--- src/rtl/zeroheti_obi_rr_arbiter.sv ---
// N-to-1 OBI arbiter: round-robin grant with request locking, plus a grant-ID
// FIFO that steers in-order subordinate responses back to the issuing manager.
module zeroheti_obi_rr_arbiter #(
  parameter int NumMgr    = 3,
  parameter int MaxTrans  = 2,
  parameter int AddrWidth = 32,
  parameter int DataWidth = 32
) (
  input  logic                            clk_i,
  input  logic                            rst_ni,
  input  logic [NumMgr-1:0]               mgr_req_i,
  output logic [NumMgr-1:0]               mgr_gnt_o,
  input  logic [NumMgr*AddrWidth-1:0]     mgr_addr_i,
  input  logic [NumMgr-1:0]               mgr_we_i,
  input  logic [NumMgr*DataWidth/8-1:0]   mgr_be_i,
  input  logic [NumMgr*DataWidth-1:0]     mgr_wdata_i,
  output logic [NumMgr-1:0]               mgr_rvalid_o,
  output logic [DataWidth-1:0]            mgr_rdata_o,
  output logic                            mgr_err_o,
  output logic                            sbr_req_o,
  input  logic                            sbr_gnt_i,
  output logic [AddrWidth-1:0]            sbr_addr_o,
  output logic                            sbr_we_o,
  output logic [DataWidth/8-1:0]          sbr_be_o,
  output logic [DataWidth-1:0]            sbr_wdata_o,
  input  logic                            sbr_rvalid_i,
  input  logic [DataWidth-1:0]            sbr_rdata_i,
  input  logic                            sbr_err_i,
  output logic [$clog2(MaxTrans+1)-1:0]   outstanding_o,
  output logic                            resp_orphan_o
);

  localparam int IdxW = (NumMgr > 1) ? $clog2(NumMgr) : 1;
  localparam int PtrW = (MaxTrans > 1) ? $clog2(MaxTrans) : 1;
  localparam int CntW = $clog2(MaxTrans + 1);
  localparam int BeW  = DataWidth / 8;
  localparam logic [IdxW-1:0] LastMgr = IdxW'(NumMgr - 1);
  localparam logic [PtrW-1:0] LastPtr = PtrW'(MaxTrans - 1);
  localparam logic [CntW-1:0] FullCnt = CntW'(MaxTrans);

  logic [IdxW-1:0] rr_ptr_q;
  logic            lock_q;
  logic [IdxW-1:0] locked_idx_q;
  logic [IdxW-1:0] fifo_q [MaxTrans];
  logic [PtrW-1:0] wr_ptr_q;
  logic [PtrW-1:0] rd_ptr_q;
  logic [CntW-1:0] cnt_q;

  logic [IdxW-1:0] rr_sel;
  logic [IdxW-1:0] cand;
  logic            found;
  logic [IdxW-1:0] sel;
  logic [IdxW-1:0] head;
  logic            fifo_full;
  logic            fifo_empty;
  logic            grant;
  logic            pop;

  // Round-robin search starting at rr_ptr; falls back to rr_ptr when idle.
  always_comb begin
    rr_sel = rr_ptr_q;
    cand   = '0;
    found  = 1'b0;
    for (int k = 0; k < NumMgr; k++) begin
      cand = IdxW'((int'(rr_ptr_q) + k) % NumMgr);
      if (!found && mgr_req_i[cand]) begin
        rr_sel = cand;
        found  = 1'b1;
      end
    end
  end

  assign sel        = lock_q ? locked_idx_q : rr_sel;
  assign fifo_full  = (cnt_q == FullCnt);
  assign fifo_empty = (cnt_q == '0);
  assign head       = fifo_q[rd_ptr_q];

  // Outputs are gated by reset so the port reads idle while rst_ni is low.
  assign sbr_req_o = rst_ni & mgr_req_i[sel] & ~fifo_full;
  assign grant     = sbr_req_o & sbr_gnt_i;
  assign pop       = rst_ni & sbr_rvalid_i & ~fifo_empty;

  assign sbr_addr_o  = mgr_addr_i[int'(sel)*AddrWidth +: AddrWidth];
  assign sbr_we_o    = mgr_we_i[sel];
  assign sbr_be_o    = mgr_be_i[int'(sel)*BeW +: BeW];
  assign sbr_wdata_o = mgr_wdata_i[int'(sel)*DataWidth +: DataWidth];

  always_comb begin
    mgr_gnt_o    = '0;
    mgr_rvalid_o = '0;
    if (grant) mgr_gnt_o[sel] = 1'b1;
    for (int i = 0; i < NumMgr; i++) begin
      if (pop && head == IdxW'(i)) mgr_rvalid_o[i] = 1'b1;
    end
  end

  assign mgr_rdata_o   = sbr_rdata_i;
  assign mgr_err_o     = sbr_err_i;
  assign resp_orphan_o = rst_ni & sbr_rvalid_i & fifo_empty;
  assign outstanding_o = cnt_q;

  always_ff @(posedge clk_i or negedge rst_ni) begin
    if (!rst_ni) begin
      rr_ptr_q     <= '0;
      lock_q       <= 1'b0;
      locked_idx_q <= '0;
      wr_ptr_q     <= '0;
      rd_ptr_q     <= '0;
      cnt_q        <= '0;
      for (int i = 0; i < MaxTrans; i++) fifo_q[i] <= '0;
    end else begin
      if (grant) begin
        fifo_q[wr_ptr_q] <= sel;
        wr_ptr_q         <= (wr_ptr_q == LastPtr) ? '0 : wr_ptr_q + 1'b1;
        rr_ptr_q         <= (sel == LastMgr) ? '0 : sel + 1'b1;
      end
      if (pop) rd_ptr_q <= (rd_ptr_q == LastPtr) ? '0 : rd_ptr_q + 1'b1;
      if (grant && !pop)      cnt_q <= cnt_q + 1'b1;
      else if (!grant && pop) cnt_q <= cnt_q - 1'b1;

      // A pending ungranted request pins the selection; when not full and no
      // request is presented, a locked manager has withdrawn, so unlock.
      if (grant) begin
        lock_q <= 1'b0;
      end else if (sbr_req_o) begin
        lock_q       <= 1'b1;
        locked_idx_q <= sel;
      end else if (!fifo_full) begin
        lock_q <= 1'b0;
      end
    end
  end

endmodule

--- config.mk ---
export PLATFORM = sky130hd
export DESIGN_NAME = zeroheti_obi_rr_arbiter
export DESIGN_NICKNAME = d
export VERILOG_FILES = /design/src/rtl/zeroheti_obi_rr_arbiter.sv
export SDC_FILE = /design/constraint.sdc
export NUM_CORES = 1
export LEC_CHECK = 0
export ABC_AREA = 1
export BUFFER_PORTS_ARGS = -buffer_cell sky130_fd_sc_hd__buf_2
export CORE_AREA = 2 2 139 141
export DETAILED_ROUTE_END_ITERATION = 12
export DIE_AREA = 0 0 141 143
export HOLD_SLACK_MARGIN = 0.02
export SYNTH_ARGS = -nofsm -noshare
export SYNTH_HDL_FRONTEND = slang
export SYNTH_SLANG_ARGS = --single-unit
--- constraint.sdc ---
create_clock -name clk_i -period 6.05 [get_ports clk_i]
set_input_delay 0.3025 -clock clk_i [delete_from_list [all_inputs] [get_ports clk_i]]
set_output_delay 0.3025 -clock clk_i [all_outputs]
set_load 0.005 [all_outputs]
==> results of run 1 <==
-- power groups by stage --
stage / Clock [mW] / Sequential [mW] / Combinational, mW
after floorplan: 0 / 0.156 / 1.89
after global placement: 0 / 0.163 / 3.17
after detailed placement: 0 / 0.163 / 3.18
after CTS: 0.126 / 0.163 / 3.18
after global routing: 0.131 / 0.170 / 3.50
final: 0.122 / 0.163 / 3.13
-- worst register-to-register path, stage by stage, from the launching register on --
cell,delay (ps)
dfrtp_1,420
inv_1,90
ha_1,360
inv_2,120
nand2_1,60
nand3_1,60
nand2_1,90
nand2_1,70
nand2_1,40
nand2_1,60
nand2_1,80
a21boi_4,660
buf_4,540
nand3_1,240
nand3_2,140
nor2_2,100
nand2_2,160
inv_1,60
ha_1,320
a21oi_1,120
o21ai_0,110
xor2_1,150
-- final timing paths --
path	startpoint	to	cells after the start
max	rr_ptr_q[0]$_DFFE_PN0P_	sbr_wdata_o[13]	17
min	sbr_gnt_i	rr_ptr_q[1]$_DFFE_PN0P_	3
max reg2reg	rr_ptr_q[0]$_DFFE_PN0P_	outstanding_o[1]$_DFFE_PN0P_	21
min reg2reg	locked_idx_q[1]$_DFFE_PN0P_	locked_idx_q[1]$_DFFE_PN0P_	2
max in group asynchronous	rst_ni	rr_ptr_q[1]$_DFFE_PN0P_	2
min in group asynchronous	rst_ni	rd_ptr_q$_DFFE_PN0P_	2
-- placed cells by master, fill, tap and decap left out --
cell type	Yosys	final
o21ai_0	3	3
a21boi_0	1	1
inv_2	5	5
buf_4	35	4
clkbuf_1	12	1
xor2_1	2	2
nand3_1	155	155
nand2_4	1	1
nand2_2	4	5
nand4_1	7	7
dfrtp_1	13	13
nand3_2	2	2
clkbuf_16	0	3
nor2_2	1	1
nor3_1	3	3
xnor2_1	1	1
a21oi_1	3	3
ha_1	5	5
a21boi_4	0	1
dlygate4sd3_1	0	1
mux2i_1	1	1
nor2_1	12	12
buf_2	15	292
nand2_1	191	190
o31ai_1	1	1
inv_1	21	21
-- cell type report --
class                           instances  area (um^2)  area share (%)
Multi-Input combinational cell        394         1820            44.3
Clock buffer                            4         78.8            1.91
Inverter                               26         97.6            2.37
Timing Repair Buffer                  297         1500            36.4
Sequential cell                        13          325            7.90
Tap cell                              234          293            7.11
-- flip-flops by register name, indices dropped and copies added (netlist names) --
| register | count |
|---|---|
| fifo_q | 4 |
| locked_idx_q | 2 |
| outstanding_o | 2 |
| rr_ptr_q | 2 |
| lock_q | 1 |
| rd_ptr_q | 1 |
| wr_ptr_q | 1 |
-- per-layer routing --
layer	GRT usage [%]	vias to the layer above
met3	1.81	36
met5	0	-
met2	21.1	234
met4	4.11	0
li1	-	2066
met1	15.3	1819
-- synth_stat cells, types with 3 or more instances --
cell type and count:
a21oi_1 3, buf_2 15, buf_4 35, clkbuf_1 12, dfrtp_1 13, ha_1 5
inv_1 21, inv_2 5, nand2_1 191, nand2_2 4, nand3_1 155, nand4_1 7
nor2_1 12, nor3_1 3, o21ai_0 3
-- cells by family after synthesis --
kind of cell,count (synthesis),synth area share (%)
XOR/XNOR,3,0.994
AND/OR/NAND/NOR,376,62.8
flip-flops,13,12.3
adder cells (fa/ha/maj),5,2.37
buffers and inverters,90,19.0
AO/OA/AOI/OAI,9,2.13
multiplexers,1,0.379
-- per-stage QoR --
step | worst slack, ps | cells | area (um^2) | power, mW
6_report | 1740 | 968 | 4120 | 3.42
5_1_grt | 1390 | 968 | 4120 | 3.80
4_1_cts | 1750 | 968 | 4120 | 3.47
3_5_place_dp | 1870 | 963 | 4030 | 3.34
3_3_place_gp | 1980 | 963 | 4030 | 3.33
2_1_floorplan | 3330 | 497 | 2640 | 2.04
==> impl_metrics.csv, run 1 <==
group,metric,value,unit
synthesis,synthFlopType,"dfrtp_1",
die,die_area,20200,um^2
grt,grt_pass1_vias,3649,
placed_design,numPortBuffers,292,
synthesis,ys_seq_area_share,12.3,%
placed_design,gp_congestion,0.840,
critical_path,regToRegSetupSlack,1900,ps
die,coreArea,18600,um^2
power_and_ir_drop,clkPwrFrac,3.6,%
clocking,ctsResizeCount,0,
synthesis,synth-edff-count,0,
sta,rsz0062_at_grt,"no",
critical_path,start_kind,"register",
placed_design,hpwl,11400,um
synthesis,synth.net_count,749,
die,core.rowCount,50,
routing,top_layer_used,"met4",
power_and_ir_drop,p_leak,2.43,nW
clocking,cts_tree,"done",
sta,finalHoldViolCount,0,
routing,met2_length,6830,um
sta,finalSetupViolCount,0,
grt,grt-ovfl-total,0,
routing,avgRoutedWirePerCell,14.2,um
clocking,root_buffer,"clkbuf_16",
routing,ant_nets,0,
sta,slew_headroom,37.4,%
synthesis,synth_warnings,0,
critical_path,crit_path_frequent_cell,"nand2_1",
grt,grt_max_degree,71,
final_layout,final_layout_size_suffix_gt1_share,42.8,%
clocking,insertion_delay,240,ps
die,die_x,141,um
routing,wl_met1,5600,um
critical_path,path_class,"register to output port",
power_and_ir_drop,p_int,1.35,mW
clocking,postCtsSetupRepairBufs,0,
sta,period_needed,4310,ps
final_layout,syn_to_final_growth,55.9,%
synthesis,ys_ff_latch,13,
critical_path,worst_setup_path_end_kind,"output port",
routing,vias_per_cell,4.29,
sta,slew_viol_final,0,
clocking,clockBufferDepth,2,
clocking,postCtsHoldBufs,1,
synthesis,synthTopCellsByArea,"nand3_1 29%, nand2_1 27%, dfrtp_1 12%",
routing,drt-initial-drc-count,269,
routing,vias,4155,
final_layout,nFillCells,2157,
clocking,cts.htree.levels,1,
sta,finalCritPeriodShare,71.3,%
power_and_ir_drop,combPwrFrac,91.6,%
routing,routed_wl,13700,um
power_and_ir_drop,p_sw_share,60.5,%
critical_path,cp_top_family,"buffers and inverters",
sta,clock_skew,2.14,ps
power_and_ir_drop,p_seq_share,4.8,%
synthesis,synth_area,2640,um^2
clocking,cts.clk_slew.worst_paths,40,ps
flow_run,max_cap_viol_count,0,
routing,drt_first_pass_iters,5,
die,die_y,143,um
critical_path,cp_slowest_cell,"inv_2",
grt,grt_pass1_wl,19200,um
power_and_ir_drop,power_density,829,nW/um^2
power_and_ir_drop,switchingPower,2.07,mW
clocking,cts_made_buffers,3,
critical_path,path_buf_inv,5,
synthesis,yosysTopAreaCellShare,29.4,%
critical_path,crit_path_cell_trace,"inv_1, ha_1, inv_2, nand2_1, nand3_1, nand2_1, nand2_1, nand2_1, nand2_1, nand2_1, a21boi_4, nand2_1, inv_2, buf_4, nand2_1, nand3_1, buf_2",
synthesis,ys_types,25,
routing,drc,0,
final_layout,utilization,22.2,%
grt,grt_antenna_before_repair,0,
clocking,clkSinkCount,13,
run_status,status,"complete, no violations",
sta,worst_pin_slew,939,ps
critical_path,cp_max_fo,49,
synthesis,synth_top_area_cell,"nand3_1",
critical_path,arrival,4010,ps
critical_path,cp.required,5750,ps
power_and_ir_drop,ir_worst_vdd,0.000355,V
die,io_pins,359,
critical_path,max_stage_delay,700,ps
synthesis,syn_inst,497,
grt,grt_usage,12.1,%
die,start_util,14.2,%
sta,fmax,232,MHz
sta,tns,0,ps
routing,routed-wl-met3,895,um
final_layout,insertedDiodeCount,0,
synthesis,async_flop_share,100,%
sta,hold_ws,423,ps
min_path,worstHoldPathType,"input port to register",
synthesis,syn_area_per_cell,5.32,um^2
final_layout,finalNetCount,987,
Note: power is estimated with default switching activity, not from simulation.
==> run 2, diff against run 1 <==
CORE_AREA = 2 2 141 143   (was 2 2 139 141)
DIE_AREA = 0 0 143 145   (was 0 0 141 143)
clock period = 4.01 ns   (was 6.05 ns; I/O delays follow)
==> impl_metrics.csv, run 2 (same netlist as run 1, synthesis figures left out) <==
group,metric,value,unit
grt,grt_pass1_vias,3736,
sta,finalSetupViolCount,0,
placed_design,dp_slack,807,ps
final_layout,multiInputGateArea,1820,um^2
critical_path,r2r_start,"rr_ptr_q[0]$_DFFE_PN0P_",
final_layout,nFillCells,2221,
sta,slew_headroom,45.9,%
critical_path,cp_max_fo,44,
grt,grt_use_met2,21.8,%
die,die_area,20700,um^2
final_layout,regArea,325,um^2
routing,drt-initial-drc-count,188,
power_and_ir_drop,fin_total_pwr,5.28,mW
clocking,cts.clk_slew.worst_paths,50,ps
sta,worst_pin_slew,812,ps
routing,routed_wl,14100,um
die,start_util,13.8,%
critical_path,start_kind,"register",
min_path,worstHoldPathType,"input port to register",
final_layout,utilization,21.8,%
final_layout,insertedDiodeCount,0,
sta,finalCritPeriodShare,81.7,%
routing,vias,4116,
final_layout,finalNetCount,990,
critical_path,regToRegSetupSlack,780,ps
sta,setup_slack,735,ps
clocking,clockBufferDepth,2,
routing,avgRoutedWirePerCell,14.1,um
grt,grt.busiest_layer,"met2",
routing,ant_nets,0,
die,core.rowCount,51,
final_layout,regMostFlops,"fifo_q",
grt,grt_usage,12.7,%
critical_path,cp.required,3810,ps
final_layout,layout_commonest_cell,"buf_2",
sta,slew_viol_final,0,
grt,grt_antenna_before_repair,0,
critical_path,path_class,"register to output port",
clocking,clkSinkCount,13,
critical_path,arrival,3070,ps
die,die_x,143,um
final_layout,syn_to_final_growth,58.7,%
grt,grt-ovfl-total,0,
grt,grt_max_degree,70,
sta,fmax,305,MHz
final_layout,layout_common_cells,"292 x buf_2, 190 x nand2_1, 155 x nand3_1",
placed_design,numPortBuffers,292,
sta,period_needed,3280,ps
die,io_pins,359,
power_and_ir_drop,power_density,1260,nW/um^2
clocking,cts.htree.levels,1,
die,coreArea,19200,um^2
grt,grt_pass1_wl,20900,um
clocking,postCtsHoldBufs,1,
placed_design,gp_congestion,0.846,
routing,drt_first_pass_iters,4,
placed_design,hpwl,11600,um
clocking,ctsResizeCount,0,
clocking,cts_made_buffers,3,
clocking,postCtsSetupRepairBufs,0,
sta,finalHoldViolCount,0,
sta,clock_skew,2.57,ps
power_and_ir_drop,p_leak,2.45,nW
sta,rsz0062_at_grt,"no",
critical_path,worst_setup_path_end_kind,"output port",
grt,grt_use_met1,16.9,%
final_layout,final_layout_size_suffix_gt1_share,43.0,%
min_path,hp-start,"sbr_gnt_i",
final_layout,largest_reg_flops,4,
sta,hold_ws,326,ps
critical_path,startpoint,"rr_ptr_q[0]$_DFFE_PN0P_",
clocking,insertion_delay,240,ps
flow_run,max_cap_viol_count,0,
grt,met3_usage,2.11,%
routing,vias_per_cell,4.11,
clocking,cts_tree,"done",
routing,drc,0,
run_status,status,"complete, no violations",
clocking,root_buffer,"clkbuf_16",
power_and_ir_drop,ir_worst_vdd,0.000630,V
die,die_y,145,um
sta,tns,0,ps
[run 2: changes by cell type in the layout (fill, tap and decap cells not counted), sizes merged]
cell,delta
buf,+3
[run 2: metrics by stage]
stage,cell area [um^2],std cells
6_report,4190,1002
2_1_floorplan,2640,497
5_1_grt,4190,1002
3_5_place_dp,4110,997
3_3_place_gp,4110,997
4_1_cts,4190,1002
[run 2: cell type report]
type | count | share of cell area (%)
Multi-Input combinational cell | 394 | 43.5
Timing Repair Buffer | 300 | 36.6
Tap cell | 265 | 7.91
Sequential cell | 13 | 7.76
Inverter | 26 | 2.33
Clock buffer | 4 | 1.88
[run 2: path summary, 6_finish.rpt]
| check | end | cells past startpoint |
|---|---|---|
| min in group asynchronous | rr_ptr_q[0]$_DFFE_PN0P_ | 2 |
| max in group asynchronous | locked_idx_q[1]$_DFFE_PN0P_ | 2 |
| min reg2reg | fifo_q[2]$_DFFE_PN0P_ | 2 |
| max reg2reg | outstanding_o[1]$_DFFE_PN0P_ | 21 |
| min | rr_ptr_q[1]$_DFFE_PN0P_ | 3 |
| max | sbr_addr_o[21] | 17 |
[run 2: layer usage]
| metal | wire (um) | vias up |
|---|---|---|
| met3 | 1000 | 6 |
| met5 | 0 | - |
| met2 | 6960 | 203 |
| li1 | - | 2076 |
| met4 | 119 | 0 |
| met1 | 6000 | 1831 |
[run 2: power breakdown]
group	switching, mW	internal [mW]
Clock	0.0545	0.134
Combinational	3.06	1.78
Sequential	0.0575	0.192
Total	3.17	2.11
[run 2: critical path: stages, from the launching register on]
cell	delay (ps)
dfrtp_1	400
inv_1	90
ha_1	350
inv_2	110
nand2_1	50
nand3_1	60
nand2_1	90
nand2_1	70
nand2_1	40
nand2_1	50
nand2_1	80
a21boi_4	200
nand2_1	110
inv_2	360
buf_12	290
nand2_1	80
nand3_1	200
buf_2	160
==> run 3, diff against run 2 <==
clock period = 3.36 ns   (was 4.01 ns; I/O delays follow)
==> impl_metrics.csv, run 3 (same netlist as run 1, synthesis figures left out) <==
group,metric,value,unit
routing,drt-initial-drc-count,245,
run_status,status,"complete, no violations",
routing,vias,4153,
routing,wl_met1,5840,um
clocking,cts.clk_slew.worst_paths,50,ps
placed_design,placed_cell_area,4130,um^2
sta,hold_ws,288,ps
clocking,cts.htree.levels,1,
placed_design,dp_slack,337,ps
die,core.rowCount,51,
critical_path,arrival,2900,ps
sta,finalCritPeriodShare,91.4,%
final_layout,largest_reg_flops,4,
power_and_ir_drop,ir_worst_vdd,0.000742,V
final_layout,final_layout_size_suffix_gt1_share,43.1,%
grt,grt_pass1_wl,21100,um
clocking,ctsResizeCount,0,
sta,finalSetupViolCount,0,
grt,grt-ovfl-total,0,
die,start_util,13.8,%
clocking,insertion_delay,240,ps
die,io_pins,359,
routing,met2_length,6960,um
final_layout,layout_commonest_cell,"buf_2",
sta,fmax,326,MHz
sta,slew_viol_final,0,
final_layout,layout_common_cells,"292 x buf_2, 190 x nand2_1, 155 x nand3_1",
die,die_y,145,um
routing,drt_first_pass_iters,4,
power_and_ir_drop,fin_total_pwr,6.37,mW
power_and_ir_drop,p_leak,2.46,nW
final_layout,syn_to_final_growth,59.6,%
clocking,cts_made_buffers,3,
power_and_ir_drop,power_density,1510,nW/um^2
sta,slew_headroom,68.4,%
final_layout,finalInstanceArea,4220,um^2
sta,period_needed,3070,ps
final_layout,utilization,22.0,%
die,die_x,143,um
clocking,clockBufferDepth,2,
critical_path,cp_top_family,"simple AND/OR/NAND/NOR gates",
final_layout,finalNonFillerCells,1004,
routing,avgRoutedWirePerCell,13.9,um
clocking,clkSinkCount,13,
placed_design,hpwl,11600,um
clocking,root_buffer,"clkbuf_16",
sta,rsz0062_at_grt,"no",
flow_run,max_cap_viol_count,0,
critical_path,crit_path_cell_trace,"inv_1, ha_1, inv_2, nand2_1, nand3_1, nand2_1, nand2_1, nand2_1, nand2_1, nand2_1, a21boi_4, buf_4, nand3_1, nand3_1, buf_2",
placed_design,post-place-cells,998,
critical_path,start_kind,"register",
clocking,postCtsHoldBufs,1,
sta,tns,0,ps
grt,grt_max_degree,71,
critical_path,crit_path_frequent_cell,"nand2_1",
die,die_area,20700,um^2
sta,setup_slack,290,ps
critical_path,cp_max_fo,42,
clocking,postCtsSetupRepairBufs,0,
grt,grt_pass1_vias,3770,
placed_design,numPortBuffers,292,
placed_design,gp_congestion,0.901,
routing,drc,0,
critical_path,cp_slowest_cell,"buf_4",
routing,routed_wl,14000,um
final_layout,finalNetCount,991,
final_layout,nFillCells,2253,
clocking,cts_tree,"done",
critical_path,worst_setup_path_end_kind,"output port",
sta,worst_pin_slew,474,ps
routing,routed-wl-met3,1040,um
critical_path,max_stage_delay,440,ps
sta,clock_skew,3.42,ps
routing,top_layer_used,"met4",
min_path,worstHoldPathType,"input port to register",
die,coreArea,19200,um^2
final_layout,regMostFlops,"fifo_q",
routing,ant_nets,0,
sta,finalHoldViolCount,0,
grt,grt_usage,12.7,%
grt,grt_antenna_before_repair,1,
critical_path,path_buf_inv,4,
critical_path,cp.required,3190,ps
routing,vias_per_cell,4.14,
critical_path,path_class,"register to output port",
## run 3: per-layer routing
metal | global-route usage, % | vias up
met5 | 0 | -
met4 | 1.53 | 0
met3 | 2.41 | 10
met2 | 22.3 | 212
met1 | 16.5 | 1854
li1 | - | 2077
## run 3: cell type report
type                       instances  area, um^2  share of cell area (%)
antenna                            1        2.50                  0.0593
clock buffer                       4        78.8                    1.87
inverter                          26        97.6                    2.31
multi-input combinational        394        1820                    43.3
sequential                        13         325                    7.72
tap                              265         332                    7.86
timing repair buffer             301        1560                    36.9
## run 3: power by group
group	switching [mW]	leakage, nW	internal [mW]
registers	0.0702	0.164	0.229
logic	3.66	2.26	2.18
clock network	0.0653	0.0382	0.160
## run 3: worst paths after layout
kind	start	endpoint	slack, ps	cells past startpoint
worst max-delay path	rr_ptr_q[0]$_DFFE_PN0P_	sbr_addr_o[7]	290	15
worst min register to register	fifo_q[2]$_DFFE_PN0P_	fifo_q[2]$_DFFE_PN0P_	470	2
max in group asynchronous	rst_ni	locked_idx_q[1]$_DFFE_PN0P_	2740	2
worst max register to register	rr_ptr_q[0]$_DFFE_PN0P_	outstanding_o[1]$_DFFE_PN0P_	330	20
worst min-delay path	sbr_gnt_i	rr_ptr_q[1]$_DFFE_PN0P_	290	3
min in group asynchronous	rst_ni	rd_ptr_q$_DFFE_PN0P_	360	2
## run 3: worst reg2reg max path: cells and delay by family (launching register included)
kind            cells  cell delay (ps)
buf+inv             3              280
compound gates      3              440
xor+xnor            1              150
fa+ha+maj           2              680
simple gates       11              950
flops               1              410
